--- src/rtl/alu_cmd_frontend.sv ---
// Byte-stream command front end for the ALU: collects A, B and opcode bytes,
// drives the ALU, captures its result and returns it as a byte frame.
//
// state    | meaning
// ST_RX_A  | receiving operand A bytes, LSB first
// ST_RX_B  | receiving operand B bytes, LSB first
// ST_RX_OP | receiving the opcode byte
// ST_EXEC  | operands settled, capture ALU result and flags
// ST_TX    | sending result bytes then the flag byte
module alu_cmd_frontend #(
    parameter int NB_A  = 32,
    parameter int NB_OP = 4
) (
    input  logic             clk,
    input  logic             rst_n,
    input  logic [7:0]       rx_data,
    input  logic             rx_valid,
    output logic             rx_ready,
    output logic [7:0]       tx_data,
    output logic             tx_valid,
    input  logic             tx_ready,
    output logic [NB_A-1:0]  A,
    output logic [NB_A-1:0]  B,
    output logic [NB_OP-1:0] alu_code,
    input  logic [NB_A-1:0]  x,
    input  logic             flag_zero,
    input  logic             signo,
    output logic             busy
);

    localparam int NBY   = NB_A / 8;
    localparam int CNT_W = $clog2(NBY + 1);

    typedef enum logic [2:0] {
        ST_RX_A,
        ST_RX_B,
        ST_RX_OP,
        ST_EXEC,
        ST_TX
    } state_t;

    state_t            r_state;
    logic [CNT_W-1:0]  r_cnt;
    logic [NB_A-1:0]   r_a;
    logic [NB_A-1:0]   r_b;
    logic [NB_OP-1:0]  r_code;
    logic [8*NBY-1:0]  r_res;
    logic [7:0]        r_tx_data;
    logic              r_tx_valid;
    logic              r_rx_ready;
    logic              r_busy;

    logic              w_rx_acc;
    logic              w_tx_acc;
    logic              w_word_last;
    logic              w_tx_last;
    logic [8*NBY-1:0]  w_res_upper;

    assign w_rx_acc    = rx_valid && r_rx_ready;
    assign w_tx_acc    = r_tx_valid && tx_ready;
    assign w_word_last = (r_cnt == CNT_W'(NBY - 1));
    assign w_tx_last   = (r_cnt == CNT_W'(NBY));
    // Byte 0 of x goes straight to tx_data; only the remaining bytes need holding.
    assign w_res_upper = {6'b0, signo, flag_zero, x[NB_A-1:8]};

    always_ff @(posedge clk or negedge rst_n) begin
        if (!rst_n) begin
            r_state    <= ST_RX_A;
            r_cnt      <= '0;
            r_a        <= '0;
            r_b        <= '0;
            r_code     <= '0;
            r_res      <= '0;
            r_tx_data  <= '0;
            r_tx_valid <= 1'b0;
            r_rx_ready <= 1'b1;
            r_busy     <= 1'b0;
        end else begin
            case (r_state)
                ST_RX_A: begin
                    if (w_rx_acc) begin
                        for (int k = 0; k < NBY; k++) begin
                            if (r_cnt == CNT_W'(k)) r_a[8*k +: 8] <= rx_data;
                        end
                        r_busy <= 1'b1;
                        if (w_word_last) begin
                            r_cnt   <= '0;
                            r_state <= ST_RX_B;
                        end else begin
                            r_cnt <= r_cnt + 1'b1;
                        end
                    end
                end
                ST_RX_B: begin
                    if (w_rx_acc) begin
                        for (int k = 0; k < NBY; k++) begin
                            if (r_cnt == CNT_W'(k)) r_b[8*k +: 8] <= rx_data;
                        end
                        if (w_word_last) begin
                            r_cnt   <= '0;
                            r_state <= ST_RX_OP;
                        end else begin
                            r_cnt <= r_cnt + 1'b1;
                        end
                    end
                end
                ST_RX_OP: begin
                    if (w_rx_acc) begin
                        r_code     <= rx_data[NB_OP-1:0];
                        r_rx_ready <= 1'b0;
                        r_state    <= ST_EXEC;
                    end
                end
                ST_EXEC: begin
                    r_res      <= w_res_upper;
                    r_tx_data  <= x[7:0];
                    r_tx_valid <= 1'b1;
                    r_cnt      <= '0;
                    r_state    <= ST_TX;
                end
                ST_TX: begin
                    if (w_tx_acc) begin
                        if (w_tx_last) begin
                            r_tx_valid <= 1'b0;
                            r_busy     <= 1'b0;
                            r_rx_ready <= 1'b1;
                            r_cnt      <= '0;
                            r_state    <= ST_RX_A;
                        end else begin
                            for (int k = 1; k <= NBY; k++) begin
                                if (r_cnt == CNT_W'(k - 1)) r_tx_data <= r_res[8*(k-1) +: 8];
                            end
                            r_cnt <= r_cnt + 1'b1;
                        end
                    end
                end
                default: r_state <= ST_RX_A;
            endcase
        end
    end

    assign rx_ready = r_rx_ready;
    assign tx_data  = r_tx_data;
    assign tx_valid = r_tx_valid;
    assign A        = r_a;
    assign B        = r_b;
    assign alu_code = r_code;
    assign busy     = r_busy;

endmodule

--- config.mk ---
export PLATFORM = sky130hd
export DESIGN_NAME = alu_cmd_frontend
export DESIGN_NICKNAME = d
export VERILOG_FILES = /design/src/rtl/alu_cmd_frontend.sv
export SDC_FILE = /design/constraint.sdc
export NUM_CORES = 1
export LEC_CHECK = 0
export CORE_ASPECT_RATIO = 0.75
export CORE_MARGIN = 2
export CORE_UTILIZATION = 35
export CTS_BUF_LIST = sky130_fd_sc_hd__clkbuf_8
export DETAILED_ROUTE_END_ITERATION = 8
export GPL_TIMING_DRIVEN = 0
export SLEW_MARGIN = 20
export SYNTH_ARGS = -nofsm -noshare
export SYNTH_HDL_FRONTEND = slang
export SYNTH_SLANG_ARGS = --single-unit
--- constraint.sdc ---
create_clock -name clk -period 1.7 [get_ports clk]
set_input_delay 0.34 -clock clk [delete_from_list [all_inputs] [get_ports clk]]
set_output_delay 0.34 -clock clk [all_outputs]
set_load 0.02 [all_outputs]
* Word level (Yosys, flattened, before mapping)
Index checks and enable logic that the tools add are counted.
Storage, ports and cells: RAM bits 0, register bits 111, word-level logic and storage cells 88, memories 0, input port bits 46, memory bits (read-only) 0, output and inout port bits 79, bits in latches 0
Cells by class: reductions and logical operators 24, $mul 0, equal/unequal tests 18, add/sub/neg operators 1, div/mod/pow operators 0, magnitude comparators 0, shifts and indexed selects 0, bitwise operators 0, mux-type cells 29
Operator list (count):
- two-way mux 8 bit | 6
- two-way mux 3 bit | 11
- AND reduction 3 bit | 10
- != test 2 bit, second input constant | 8
- case mux 8 bit (2 select lines) | 1
- case mux 3 bit (5 select lines) | 1
- equality test 3 x 2 -> 1 bit, second input constant | 4
- AND reduction 4 bit | 3
- case mux 3 bit (3 select lines) | 1
- AND reduction 7 bit | 1
- equality test 3 x 1 -> 1 bit, second input constant | 2
- equality test 3 bit, second input constant | 2
- logical NOT 3 bit | 2
- two-way mux 1 bit | 6
- case mux 1 bit (2 select lines) | 3
- nonzero test 2 bit | 3
- != test 5 bit, second input constant | 1
- adder 3 x 1 -> 3 bit, second input constant | 1
- nonzero test 3 bit | 1
- logical AND 1 bit | 2
- != test 2 x 1 -> 1 bit, second input constant | 1
- AND reduction 2 bit | 1
- OR reduction 2 bit | 1

* Logic depth before layout (Yosys ltp)
depth in word-level cells 8, gate-level depth with buffers 7

* Worst setup path before layout
No wires, ideal clock.
path type reg2reg, start reg r_rx_ready, in the netlist rx_ready, end reg r_b[30], in the netlist B[30], clock period less this slack 1822 ps, setup slack -122 ps, arrival time 1694 ps, setup time 128 ps, buffers on the path 0, stages on the path, launching flop included 5, cell sequence dfstp_2 -> nand2_4 -> nor4_4 -> nand2_4 -> mux2_1
On the way: word-level cells in the longest chain between the ends 2
Ends and longest elaborated chain:
- start, declared | RTL line 50 | logic r_rx_ready;
- start signal, assigned | RTL line 76 | r_rx_ready <= 1'b1;
- start signal, assigned | RTL line 110 | r_rx_ready <= 1'b0;
- start signal, assigned | RTL line 126 | r_rx_ready <= 1'b1;
- logical AND 1 bit | RTL line 59 | assign w_rx_acc = rx_valid && r_rx_ready;
- AND reduction 3 bit (no source line)
- end signal, assigned by index | RTL line 97 | if (r_cnt == CNT_W'(k)) r_b[8*k +: 8] <= rx_data;
- end, declared | RTL line 45 | logic [NB_A-1:0] r_b;
Every way passes these cells. A chain may end at the register's enable or synchronous reset.

* Worst setup path after layout
start reg r_rx_ready, in the netlist rx_ready, end reg r_a[21], in the netlist A[21]
On the way: word-level cells in the longest chain between the ends 2
Ends and longest elaborated chain:
- logical AND 1 bit | RTL line 59
- AND reduction 3 bit (no source line)
- end signal, assigned by index | RTL line 83 | if (r_cnt == CNT_W'(k)) r_a[8*k +: 8] <= rx_data;
- end, declared | RTL line 44 | logic [NB_A-1:0] r_a;
Every way passes these cells.

==> impl_metrics.toml <==
[floorplan]
die_w_um = 138
io_pins = 125
initial_utilization_pct = 36.1
rows = 36
die_area_um2 = 14500
die_y_um = 105
coreArea_um2 = 13100

[power]
power_density_nw_per_um2 = 676
max-vdd-ir-drop_v = 0.000294
leakagePower_nw = 3.48

[yosys]
seq_area_frac_synth_pct = 58.8
synth_top_area_share_pct = 58.2
syn_inst = 335
synthTopCellsByArea = "dfrtp_1 (58%), mux2_2 (22%), ha_1 (1.6%)"
ys_ff_latch = 111
ys_warn_count = 0
syn-num-nets = 387
synthDistinctLibCells = 44
syn_area_um2 = 4730
syn_avg_cell_area_um2 = 14.1
synth_top_cell_by_area = "dfrtp_1"

[cts]
cts_max_path_buffers = 2
clock-sinks = 111
cts_buffers = 9
cts_tree = "built"
clkLatencyLatePin_ns = 0.38
clk_pin_slew_ns = 0.10
htree_levels = 3
cts_root_buffer = "clkbuf_8"

[global_routing]
grt_start_max_net_pins = 63
grt_pass1_vias = 3309
gr-usage-all-layers_pct = 16.8
antenna_found_initial = 0
grt_overflow = 0
grt_pass1_wl_mm = 18.9

[drt]
ant_nets = 0
drt_iter0_drc = 150
wl_per_cell_um = 17.9
vias = 3231
routed_via_density = 4.90
dr.pass1.iters = 4
drc_errors = 0
finalWirelength_mm = 11.8

[place]
dp.final_hpwl_mm = 8.32
io_buffers = 124
placed_cells = 631
gp_congestion = 0.757

[finish]
multi_input_area_um2 = 2020
diodes = 0
fillers = 1157
final_util_pct = 50.5
ff_latch_area_um2 = 2780
drive_above_1_share_pct = 35.8
nNetsFinal = 536
area_delta_synth_final_pct = 40.1
final_cells = 660

[timing]
slew_headroom_pct = 67.0
fin_skew_ns = 0.0101
finalHoldViolations = 0
period_needed_ns = 1.73
rsz0062_at_grt = "true"
fmax_mhz = 579
drv_slew = 0
tightestPinTransition_ns = 0.493
finalCritPeriodShare_pct = 102
worst_slack_ns = -0.0259
setup_viol = 18

[critical_path]
cp-start-kind = "register"
cp.arrival_ns = 2.00
cp_max_fo = 8
setup.worst_path.end_class = "register"
crit_type = "reg2reg"
worstPathRequired_ns = 1.97

[run_status]
outcome = "finished, violations left"
failed_checks = "setup timing"

[job]
drv_cap = 0

[worst_hold_path]
hold_path.class = "in2async"
state kept, by name, indices dropped and copies added (netlist names):
signal    count
r_res        26
r_state       3
busy          1
r_cnt         3
tx_valid      1
rx_ready      1
A            32
alu_code      4
tx_data       8
B            32
cells in the final DEF (no fill, tap or decap), types with 4 or more instances in the layout:
| cell type | instances |
|---|---|
| nand2_4 | 7 |
| o21ai_0 | 4 |
| mux2_2 | 92 |
| a31oi_1 | 8 |
| a211o_1 | 6 |
| clkbuf_8 | 10 |
| buf_6 | 7 |
| dlygate4sd2_1 | 70 |
| dlymetal6s2s_1 | 9 |
| mux2i_2 | 6 |
| dfrtp_1 | 108 |
| nor2_1 | 15 |
| a21oi_1 | 6 |
| nand2_1 | 15 |
| clkdlybuf4s50_1 | 44 |
| buf_4 | 13 |
cell families after synthesis:
logic type,count (synthesis),share of synthesized area (%)
mux,100,23.7
flops,111,58.8
simple gates,65,8.63
compound gates,38,5.74
fa+ha+maj,6,1.59
buf+inv,15,1.59
final timing paths:
kind | start | end | slack, ns | cells after the start
hold reg to reg | A[21] | A[21] | 0.50 | 1
hold / removal | rst_n | r_res[14] | 0.46 | 2
min in group clk | A[21] | A[21] | 0.50 | 1
setup / recovery | rx_ready | A[21] | -0.03 | 5
max in group asynchronous | rst_n | rx_ready | 0.53 | 3
setup reg to reg | rx_ready | A[21] | -0.03 | 5
critical path: stages (launching register included):
cell and delay, ns:
dfstp_2 0.60, nand2_4 0.10, nor4b_4 0.29, buf_6 0.18, nand2_4 0.12, mux2_1 0.33
what timing repair did:
| action | CTS | global route |
|---|---|---|
| buffers inserted | 8 | 4 |
| gates cloned | 0 | 1 |
| endpoints found under the hold margin | 49 | 0 |
| gates resized for setup | 87 | 49 |
| setup endpoints to repair | 148 | 91 |
| pin swaps | 1 | 3 |
| hold buffers | 1 | 0 |
power breakdown:
part | internal (mW) | switching [mW] | total (mW)
sequential | 2.67 | 0.0225 | 2.69
clock | 0.598 | 0.928 | 1.53
combinational | 0.138 | 0.117 | 0.255
stage by stage:
stage	hold slack, ns	TNS (ns)	setup WS [ns]	area (um^2)	total power, mW
2_1_floorplan	0.0444	-0.249	-0.0400	4730	2.79
3_3_place_gp	0.481	-475.53	-4.00	6190	2.99
3_5_place_dp	0.317	-34.29	-0.527	6210	3.00
4_1_cts	0.463	-1.86	-0.101	6440	4.55
5_1_grt	0.488	-2.16	-0.0735	6620	4.69
6_report	0.464	-0.213	-0.0259	6620	4.48
cells in the mapped netlist, drive strengths merged:
master and number:
dfrtp 110, mux2 94, nand2 24, nor2 18, a31oi 8, buf 7, o21ai 7, a211o 6
a21oi 6, ha 6, mux2i 6, clkbuf 5, nand2b 5, inv 3, nor2b 3, o31ai 3
or3 3, a2111oi 2, nor3b 2, o22a 2, and3 1, dfstp 1, nand3 1, nand3b 1
nand4b 1, nand4bb 1, nor3 1, nor4 1, nor4b 1, o211ai 1, o22ai 1, o2bb2ai 1
o32a 1, or2 1, or3b 1
layout make-up:
cell class,count,share of cell area (%)
Buffer,11,1.40
Clock buffer,10,2.08
Clock inverter,6,0.775
Inverter,3,0.170
Multi-Input combinational cell,209,30.4
Sequential cell,111,42.0
Tap cell,171,3.23
Timing Repair Buffer,139,19.9
per-layer routing:
metal	share of wire, %	vias up	track usage (%)
met4	1.3	0	5.10
met2	48	64	25.8
met3	3.8	12	4.26
li1	-	1512	-
met5	0	-	0
met1	47	1643	23.5
Note: power is estimated with default switching activity, not from simulation.
